==> config.mk <==
export PLATFORM = sky130hd
export DESIGN_NAME = ahb_lite_interconnect
export DESIGN_NICKNAME = d
export VERILOG_FILES = /design/src/rtl/ahb_pkg.sv /design/src/rtl/ahb_default_slave.sv /design/src/rtl/ahb_lite_interconnect.sv
export SDC_FILE = /design/constraint.sdc
export NUM_CORES = 1
export LEC_CHECK = 0
export ABC_AREA = 0
export CELL_PAD_IN_SITES_DETAIL_PLACEMENT = 2
export CELL_PAD_IN_SITES_GLOBAL_PLACEMENT = 2
export CORE_MARGIN = 3
export CORE_UTILIZATION = 17
export CTS_CLUSTER_SIZE = 24
export DETAILED_ROUTE_END_ITERATION = 7
export GPL_ROUTABILITY_DRIVEN = 1
export PLACE_DENSITY_LB_ADDON = 0.3
export SYNTH_ARGS = -nofsm -noshare
export SYNTH_HDL_FRONTEND = slang
export SYNTH_SLANG_ARGS = --single-unit
==> constraint.sdc <==
create_clock -name HCLK -period 2.6 [get_ports HCLK]
set_input_delay 0.39 -clock HCLK [delete_from_list [all_inputs] [get_ports HCLK]]
set_output_delay 0.39 -clock HCLK [all_outputs]
set_load 0.01 [all_outputs]
==> src/rtl/ahb_pkg.sv <==
// Shared AHB-Lite definitions: transfer-type and response encodings, the
// default-slave state type, and the default memory map used as the
// interconnect's decode-table parameters.
package ahb_pkg;

  localparam logic [1:0] HTRANS_IDLE   = 2'b00;
  localparam logic [1:0] HTRANS_BUSY   = 2'b01;
  localparam logic [1:0] HTRANS_NONSEQ = 2'b10;
  localparam logic [1:0] HTRANS_SEQ    = 2'b11;

  localparam logic HRESP_OKAY  = 1'b0;
  localparam logic HRESP_ERROR = 1'b1;

  typedef enum logic [1:0] {
    DS_IDLE = 2'd0,
    DS_ERR1 = 2'd1,
    DS_ERR2 = 2'd2
  } ds_state_e;

  // Default map: slave0 ROM, slave1 RAM, slave2 GPIO, slave3 timer/SPI.
  // Slave i occupies bits [i*32 +: 32].
  localparam logic [4*32-1:0] MAP_SLAVE_BASE =
    {32'h4000_1000, 32'h4000_0000, 32'h2000_0000, 32'h0000_0000};
  localparam logic [4*32-1:0] MAP_SLAVE_MASK =
    {32'hFFFF_F000, 32'hFFFF_F000, 32'hFFFE_0000, 32'hFFFF_0000};

endpackage

==> src/rtl/ahb_default_slave.sv <==
// Default slave for unmapped addresses: answers every accepted NONSEQ/SEQ
// transfer with a two-cycle ERROR response; IDLE/BUSY get a zero-wait OKAY.
// Ports:
//   HCLK, HRESET  clock and synchronous active-high reset
//   HSEL          address-phase select (no mapped slave matched)
//   HREADY        bus-wide ready (transfer accepted when high)
//   HTRANS        master transfer type
//   HREADYOUT     ready to the response mux
//   HRESP         response to the response mux
module ahb_default_slave
  import ahb_pkg::*;
(
  input  logic       HCLK,
  input  logic       HRESET,
  input  logic       HSEL,
  input  logic       HREADY,
  input  logic [1:0] HTRANS,
  output logic       HREADYOUT,
  output logic       HRESP
);

  ds_state_e state_q, state_d;
  logic      accept;

  assign accept = HSEL & HREADY &
                  ((HTRANS == HTRANS_NONSEQ) || (HTRANS == HTRANS_SEQ));

  always_ff @(posedge HCLK) begin
    if (HRESET) state_q <= DS_IDLE;
    else        state_q <= state_d;
  end

  always_comb begin
    state_d = state_q;
    case (state_q)
      DS_IDLE: if (accept) state_d = DS_ERR1;
      DS_ERR1: state_d = DS_ERR2;
      DS_ERR2: state_d = accept ? DS_ERR1 : DS_IDLE;
      default: state_d = DS_IDLE;
    endcase
  end

  // Outputs depend on state only, so HREADY never loops back through here.
  assign HREADYOUT = (state_q != DS_ERR1);
  assign HRESP     = (state_q != DS_IDLE) ? HRESP_ERROR : HRESP_OKAY;

endmodule

==> src/rtl/ahb_lite_interconnect.sv <==
// Single-master AHB-Lite interconnect: base/mask address decode, data-phase
// select/address/write registers, and response mux with a built-in default
// slave for unmapped addresses.
// Ports:
//   HCLK, HRESET            clock and synchronous active-high reset
//   HADDR, HTRANS, HWRITE   master address phase
//   HREADY, HRDATA, HRESP   response to master (HREADY also goes to slaves)
//   HSEL_S                  one-hot address-phase slave selects
//   HADDR_D, HWRITE_D       registered data-phase address and write flag
//   HRDATA_S, HREADYOUT_S,
//   HRESP_S                 packed per-slave responses
module ahb_lite_interconnect
  import ahb_pkg::*;
#(
  parameter int                     NSLAVES    = 4,
  parameter int                     AW         = 32,
  parameter int                     DW         = 32,
  parameter logic [NSLAVES*AW-1:0]  SLAVE_BASE = MAP_SLAVE_BASE,
  parameter logic [NSLAVES*AW-1:0]  SLAVE_MASK = MAP_SLAVE_MASK
) (
  input  logic                  HCLK,
  input  logic                  HRESET,
  input  logic [AW-1:0]         HADDR,
  input  logic [1:0]            HTRANS,
  input  logic                  HWRITE,
  output logic                  HREADY,
  output logic [DW-1:0]         HRDATA,
  output logic                  HRESP,
  output logic [NSLAVES-1:0]    HSEL_S,
  output logic [AW-1:0]         HADDR_D,
  output logic                  HWRITE_D,
  input  logic [NSLAVES*DW-1:0] HRDATA_S,
  input  logic [NSLAVES-1:0]    HREADYOUT_S,
  input  logic [NSLAVES-1:0]    HRESP_S
);

  localparam int SW = $clog2(NSLAVES + 1);
  localparam logic [SW-1:0] DEF_IDX = SW'(NSLAVES);

  logic [SW-1:0] dec_idx;
  logic          def_sel;
  logic [SW-1:0] dsel_q, dsel_d;
  logic [AW-1:0] haddr_q, haddr_d;
  logic          hwrite_q, hwrite_d;
  logic          ds_ready, ds_resp;

  // Address decode. Scanning from the top index down lets the lowest
  // matching index overwrite the others, so overlaps resolve low-first.
  always_comb begin
    dec_idx = DEF_IDX;
    for (int i = NSLAVES - 1; i >= 0; i--) begin
      if ((HADDR & SLAVE_MASK[i*AW +: AW]) == SLAVE_BASE[i*AW +: AW])
        dec_idx = SW'(i);
    end
    HSEL_S = '0;
    for (int i = 0; i < NSLAVES; i++) HSEL_S[i] = (dec_idx == SW'(i));
    def_sel = (dec_idx == DEF_IDX);
  end

  // Data-phase registers advance only when the current data phase completes.
  always_comb begin
    dsel_d   = dsel_q;
    haddr_d  = haddr_q;
    hwrite_d = hwrite_q;
    if (HREADY) begin
      dsel_d   = dec_idx;
      haddr_d  = HADDR;
      hwrite_d = HWRITE;
    end
  end

  always_ff @(posedge HCLK) begin
    if (HRESET) begin
      dsel_q   <= DEF_IDX;
      haddr_q  <= '0;
      hwrite_q <= 1'b0;
    end else begin
      dsel_q   <= dsel_d;
      haddr_q  <= haddr_d;
      hwrite_q <= hwrite_d;
    end
  end

  assign HADDR_D  = haddr_q;
  assign HWRITE_D = hwrite_q;

  ahb_default_slave u_default_slave (
    .HCLK      (HCLK),
    .HRESET    (HRESET),
    .HSEL      (def_sel),
    .HREADY    (HREADY),
    .HTRANS    (HTRANS),
    .HREADYOUT (ds_ready),
    .HRESP     (ds_resp)
  );

  // Response mux; anything not matching a real slave index is the default slave.
  always_comb begin
    HRDATA = '0;
    HREADY = ds_ready;
    HRESP  = ds_resp;
    for (int i = 0; i < NSLAVES; i++) begin
      if (dsel_q == SW'(i)) begin
        HRDATA = HRDATA_S[i*DW +: DW];
        HREADY = HREADYOUT_S[i];
        HRESP  = HRESP_S[i];
      end
    end
  end

endmodule
### Word level (Yosys, flattened, before mapping)

Cells that the tools add are included.
W data, S select, Z words.

| word-level totals | value |
|---|---|
| register bits after elaboration | 38 |
| bits of input ports | 173 |
| output and inout port bits | 71 |
| word-level logic and storage cells | 48 |

| cells by class | value |
|---|---|
| equality and inequality tests | 16 |
| multiplexer cells | 20 |
| bitwise logic cells | 2 |
| reductions and logical operators | 6 |

Operators with widths:

| operator | number |
|---|---|
| $mux W32 | 4 |
| $eq A20 B19 Y1 const B | 2 |
| $logic_not A32 Y1 | 1 |
| $eq A15 B13 Y1 const B | 1 |
| $eq A3 B2 Y1 const B | 4 |
| $mux W3 | 4 |
| $mux W1 | 10 |
| $eq A2 B2 Y1 const B | 3 |
| $eq A3 B1 Y1 const B | 2 |
| $logic_not A3 Y1 | 2 |
| $pmux W2 S3 | 1 |
| $ne A2 B1 Y1 const B | 2 |
| $eq A3 B3 Y1 const B | 1 |
| $and A1 B1 Y1 | 2 |
| $eq A2 B1 Y1 const B | 1 |
| $logic_not A2 Y1 | 1 |
| $mux W2 | 1 |
| $reduce_bool A2 Y1 | 1 |
| $logic_or A1 B1 Y1 | 1 |

### Depth between registers and ports, before layout

| logic depth | value |
|---|---|
| depth in word-level cells | 10 |
| gate-level depth with buffers | 6 |
| gate-level depth less buffers | 5 |

### Cells and area by module

A second synthesis with hierarchy kept.

| second synthesis, totals | value |
|---|---|
| cell total of the unflattened synthesis | 273 |
| area total of the unflattened synthesis | 2687.6 um^2 |

By module, submodules not included:

| module | times used | cells each | area each (um^2) | seq. area each (um^2) |
|---|---|---|---|---|
| ahb_lite_interconnect | 1 | 266 | 2611.3 | 720.7 |
| ahb_default_slave | 1 | 7 | 76.3 | 40.0 |

### Least setup slack after synthesis

Ideal clock, no wire load.

| path | value |
|---|---|
| path type | reg2out |
| start | register dsel_q[0] |
| end | output HRDATA[10] |
| arrival | 1.425 ns |
| data required time | 2.210 ns |
| setup slack | 0.785 ns |
| cell stages (with the launch flop) | 5 |
| buffers on the path | 2 |
| cells stage by stage | dfxtp_1 -> buf_4 -> buf_2 -> mux4_2 -> nor2b_1 |

| between the ends | value |
|---|---|
| cells in the longest elaborated chain, start to end | 5 |
| elaborated cells between the ends (all ways) | 8 |
| those cells by class | 3 x eq/ne; 4 x mux; 1 x reduce/logical |

RTL lines:

| element | RTL line | text |
|---|---|---|
| from (decl) | ahb_lite_interconnect.sv:42 | `logic [SW-1:0] dsel_q, dsel_d;` |
| from (signal assigned) | ahb_lite_interconnect.sv:78 | `dsel_q <= dsel_d;` |
| $logic_not A3 Y1 | ahb_lite_interconnect.sv:103 | `if (dsel_q == SW'(i)) begin` |
| $mux W32 (3 in series) | ahb_lite_interconnect.sv:103 |  |
| $mux W32 * | ahb_lite_interconnect.sv:103 |  |
| to (decl) | ahb_lite_interconnect.sv:27 | `output logic [DW-1:0] HRDATA,` |

Mark *: on every way between the ends. The rest lies on a longest branch, timed or not.

### Final worst setup path

| path | value |
|---|---|
| start | input HADDR[28] |
| end | output HSEL_S[2] |

| between the ends | value |
|---|---|
| cells in the longest elaborated chain, start to end | 6 |
| elaborated cells between the ends (all ways) | 9 |
| those cells by class | 4 x eq/ne; 4 x mux; 1 x reduce/logical |

RTL lines:

| element | RTL line | text |
|---|---|---|
| from (decl) | ahb_lite_interconnect.sv:23 | `input logic [AW-1:0] HADDR,` |
| $eq A20 B19 Y1 | ahb_lite_interconnect.sv:52 | `if ((HADDR & SLAVE_MASK[i*AW +: AW]) == SLAVE_BASE[i*AW +: AW])` |
| $mux W3 (3 in series) | ahb_lite_interconnect.sv:52 |  |
| $mux W3 * | ahb_lite_interconnect.sv:52 |  |
| $eq A3 B2 Y1 * | ahb_lite_interconnect.sv:56 | `for (int i = 0; i < NSLAVES; i++) HSEL_S[i] = (dec_idx == SW'(i));` |
| to (decl) | ahb_lite_interconnect.sv:29 | `output logic [NSLAVES-1:0] HSEL_S,` |

Marks and branches as above.

==> impl_metrics.yaml <==
power:
  p_seq_share_pct: 29.5
  cell_internal_pwr_mw: 1.684
  power_switching_mw: 0.5522
  finalPower_mw: 2.236
  p_per_area_nw_per_um2: 403.1
  power.leakage_nw: 1.946
  pwr-share-comb_pct: 34.4
  p_sw_share_pct: 24.70
  irDropWorstVdd_uv: 328.5
  share_clk_of_total_power_pct: 36.1
synthesis:
  synthTopCellsByArea: "sky130_fd_sc_hd__dfxtp_1 (29%), sky130_fd_sc_hd__mux4_2 (28%), sky130_fd_sc_hd__nor2b_1 (7.6%), sky130_fd_sc_hd__a21oi_1 (6.6%), sky130_fd_sc_hd__nand3_1 (6.2%)"
  post_synth_xor_area_fraction_pct: 0
  area_share_of_and_or_nand_nor_cells_after_synthesis_pct: 20.85
  syn_area_per_cell_sq_um: 9.658
  synth_compound_gate_area_share_pct: 15.51
  seq_area_frac_synth_pct: 28.75
  synthDistinctLibCells: 31
  yosys_warnings: 0
  synth_nets: 447
  syn_area_sq_um: 2646
  post_synth_fa_ha_maj_area_fraction_pct: 0
  yosys-mux-area-fraction_pct: 28.46
  yosys.area.top_type: "sky130_fd_sc_hd__dfxtp_1"
  yosys_register_bits: 38
  syn-instance-count: 274
  proportion_of_netlist_area_held_by_the_largest_area_contributor_pct: 28.75
  main_combinational_cell_family_by_area_after_synthesis: "multiplexers"
finish:
  layout.cells.most_common: "sky130_fd_sc_hd__clkdlybuf4s50_1"
  num-nets-final: 690
  area_growth_syn_to_layout_pct: 109.6
  drive_above_1_share_pct: 14.48
  multiInputGateArea_sq_um: 1728
  fillCellCount: 1626
  register_area_sq_um: 763.2
  mostFrequentLayoutCells: "sky130_fd_sc_hd__clkdlybuf4s50_1 (238), sky130_fd_sc_hd__dfxtp_1 (36), sky130_fd_sc_hd__a21oi_1 (35)"
setup_path:
  critPathRequiredTime_ns: 2.21
  worstSetupStartpoint: "HADDR[28]"
  worst-path-max-fanout: 3
  r2r_start: "dsel_q[2]$_SDFFE_PP1N_"
  reg2reg_setup_slack_ns: 0.67
  timing.critical_path.from_type: "input pin"
  r2r_cells: 4
  critical_path_arrival_ns: 2.13
  critPathKind: "in -> out"
  critPathCaptureType: "output port"
timing:
  period_needed_ns: 2.522
  hold_viol_final: 0
  worst_pin_slew_ns: 0.6489
  finalClockSkew_ns: 0.01053
  timing.final.max_slew_violations: 0
  clock.fmax_mhz: 396.5
  layout_worst_path_cycle_share_pct: 97.01
  worst_slack_ns: 0.07768
  setup-violations-final: 0
  unrepaired_setup_endpoints_after_global_routing: "true"
  slew-limit-headroom_pct: 56.74
die:
  design.core.area_sq_um: 14860
  die_width_microns: 130.8
  die_h_microns: 130.8
  rows: 44
  floorplan.initialDensity_pct: 17.80
  ios: 244
  die_area_sq_um: 17100
detailed_routing:
  detail_route.drc_violations: 0
  antenna_violating_nets_post_route: 0
  routed_via_count_divided_by_cell_count: 4.691
  drt_first_iter_violations: 62
  route.final.wire_length_mm: 14.72
  wl_per_cell_microns: 20.94
  num_vias: 3298
  firstDrtPassIters: 4
clocking:
  clock_path_buffers: 2
  clockRootBuffer: "sky130_fd_sc_hd__clkbuf_16"
  insertion_delay_ns: 0.28
  tritoncts.num_buffers: 5
  post-cts-setup-buffers: 0
  cts.sinks: 38
  cts_clk_pin_slew_worst_paths_ns: 0.05
  h_tree_level_count: 2
  clock_tree_from_tritoncts: "built"
  cts_hold_repair.buffers: 0
job:
  max-cap-violations: 0
run_status:
  outcome: "finished, final reports clean"
placement:
  placement.io_buffers: 242
  hpwlAfterDp_mm: 12.06
  pre_cts_ws_ns: -0.3742
  globalplace.congestion: 0.7548
grt:
  first_global_vias: 3589
  first_pass_grt_wire_length_mm: 21.27
  antenna_found_initial: 2
  grt_start_max_net_pins: 35
  grtUsageTotal_pct: 16.25
  overflow: 0
hold_path:
  timing.hold.worst.start: "u_default_slave.state_q[1]$_SDFFE_PP0P_"
  worst_hold_path_type: "reg -> reg"
  hold_path_depth: 1
==> registers in the layout (all words and copies together), names as in the netlist <==
| name | cells |
|---|---|
| u_default_slave.state_q | 2 |
| HADDR_D | 32 |
| dsel_q | 3 |
| HWRITE_D | 1 |
==> critical path, stage by stage <==
cell and delay, ns:
sky130_fd_sc_hd__clkdlybuf4s50_1 0.43, sky130_fd_sc_hd__nor4_2 0.30, sky130_fd_sc_hd__buf_4 0.16, sky130_fd_sc_hd__nand2_1 0.08
sky130_fd_sc_hd__or3_1 0.42, sky130_fd_sc_hd__nor2_1 0.10, sky130_fd_sc_hd__clkdlybuf4s15_2 0.25
==> path summary, 6_finish.rpt <==
| kind | end |
|---|---|
| setup / recovery | HSEL_S[2] |
| setup reg to reg | HADDR_D[23]$_SDFFE_PP0N_ |
| hold / removal | u_default_slave.state_q[1]$_SDFFE_PP0P_ |
| hold reg to reg | u_default_slave.state_q[1]$_SDFFE_PP0P_ |
==> cells by family (layout without fill, tap and decap cells) <==
| kind of cell | Yosys count | in the layout |
|---|---|---|
| AO/OA/AOI/OAI | 74 | 74 |
| buffers and inverters | 32 | 276 |
| flip-flops | 38 | 38 |
| multiplexers | 34 | 34 |
| other | 0 | 1 |
| AND/OR/NAND/NOR | 96 | 96 |
==> per-layer routing <==
metal | share of wire (%) | wire (microns) | track usage [%] | up-vias
met5 | 0.088 | 13 | 0 | -
met4 | 1.5 | 224 | 3.690 | 2
met1 | 37 | 5455 | 17.88 | 1609
met3 | 10 | 1494 | 5.691 | 14
li1 | - | - | - | 1520
met2 | 51 | 7534 | 29.99 | 153
==> final cells by class <==
cell class	instances	area share, %
Timing Repair Buffer	264	47.12
Multi-Input combinational cell	204	31.15
Inverter	4	0.2707
Antenna cell	1	0.04512
Clock buffer	5	2.256
Clock inverter	3	1.241
Sequential cell	38	13.76
Tap cell	184	4.151
==> repair_timing <==
action / CTS / global route
endpoints found under the setup margin: 4 / 3
pin swaps: 0 / 1
cloned: 0 / 0
resized for setup: 8 / 1
hold endpoints to repair: 0 / 0
==> synthesized netlist by cell type, drive strengths merged <==
cell type / n
dfxtp: 38
buf: 14
nand3b: 2
clkbuf: 14
nand4: 1
o31a: 1
a21oi: 36
o31ai: 1
mux2i: 1
nor4: 5
and3b: 2
inv: 4
nor2: 10
nor2b: 33
or3: 1
nand2: 4
o21ai: 33
nor3b: 1
mux4: 33
a221o: 1
nor3: 4
nand3: 33
a221oi: 1
a211oi: 1
==> metrics by stage <==
stage	std cells	setup TNS (ns)	instance area, sq um	utilization, %	hold WS, ns
after global routing	703	-0.004410	5547	37.31	0.4944
after CTS	702	0	5540	37.27	0.4659
final	703	0	5547	37.31	0.4634
after detailed placement	694	-0.8080	5336	35.90	0.4578
after floorplan	274	0	2646	-	0.4144
after global placement	694	-0.4580	5336	35.90	0.4326
==> power groups by stage <==
stage	registers, mW	logic, mW	clock network (mW)
global route	0.665	0.830	0.850
CTS	0.659	0.785	0.829
floorplan	0.683	0.294	0
global placement	0.668	0.762	0
detailed placement	0.672	0.780	0
finish	0.659	0.770	0.807
Power figures use the tool's default switching activity.
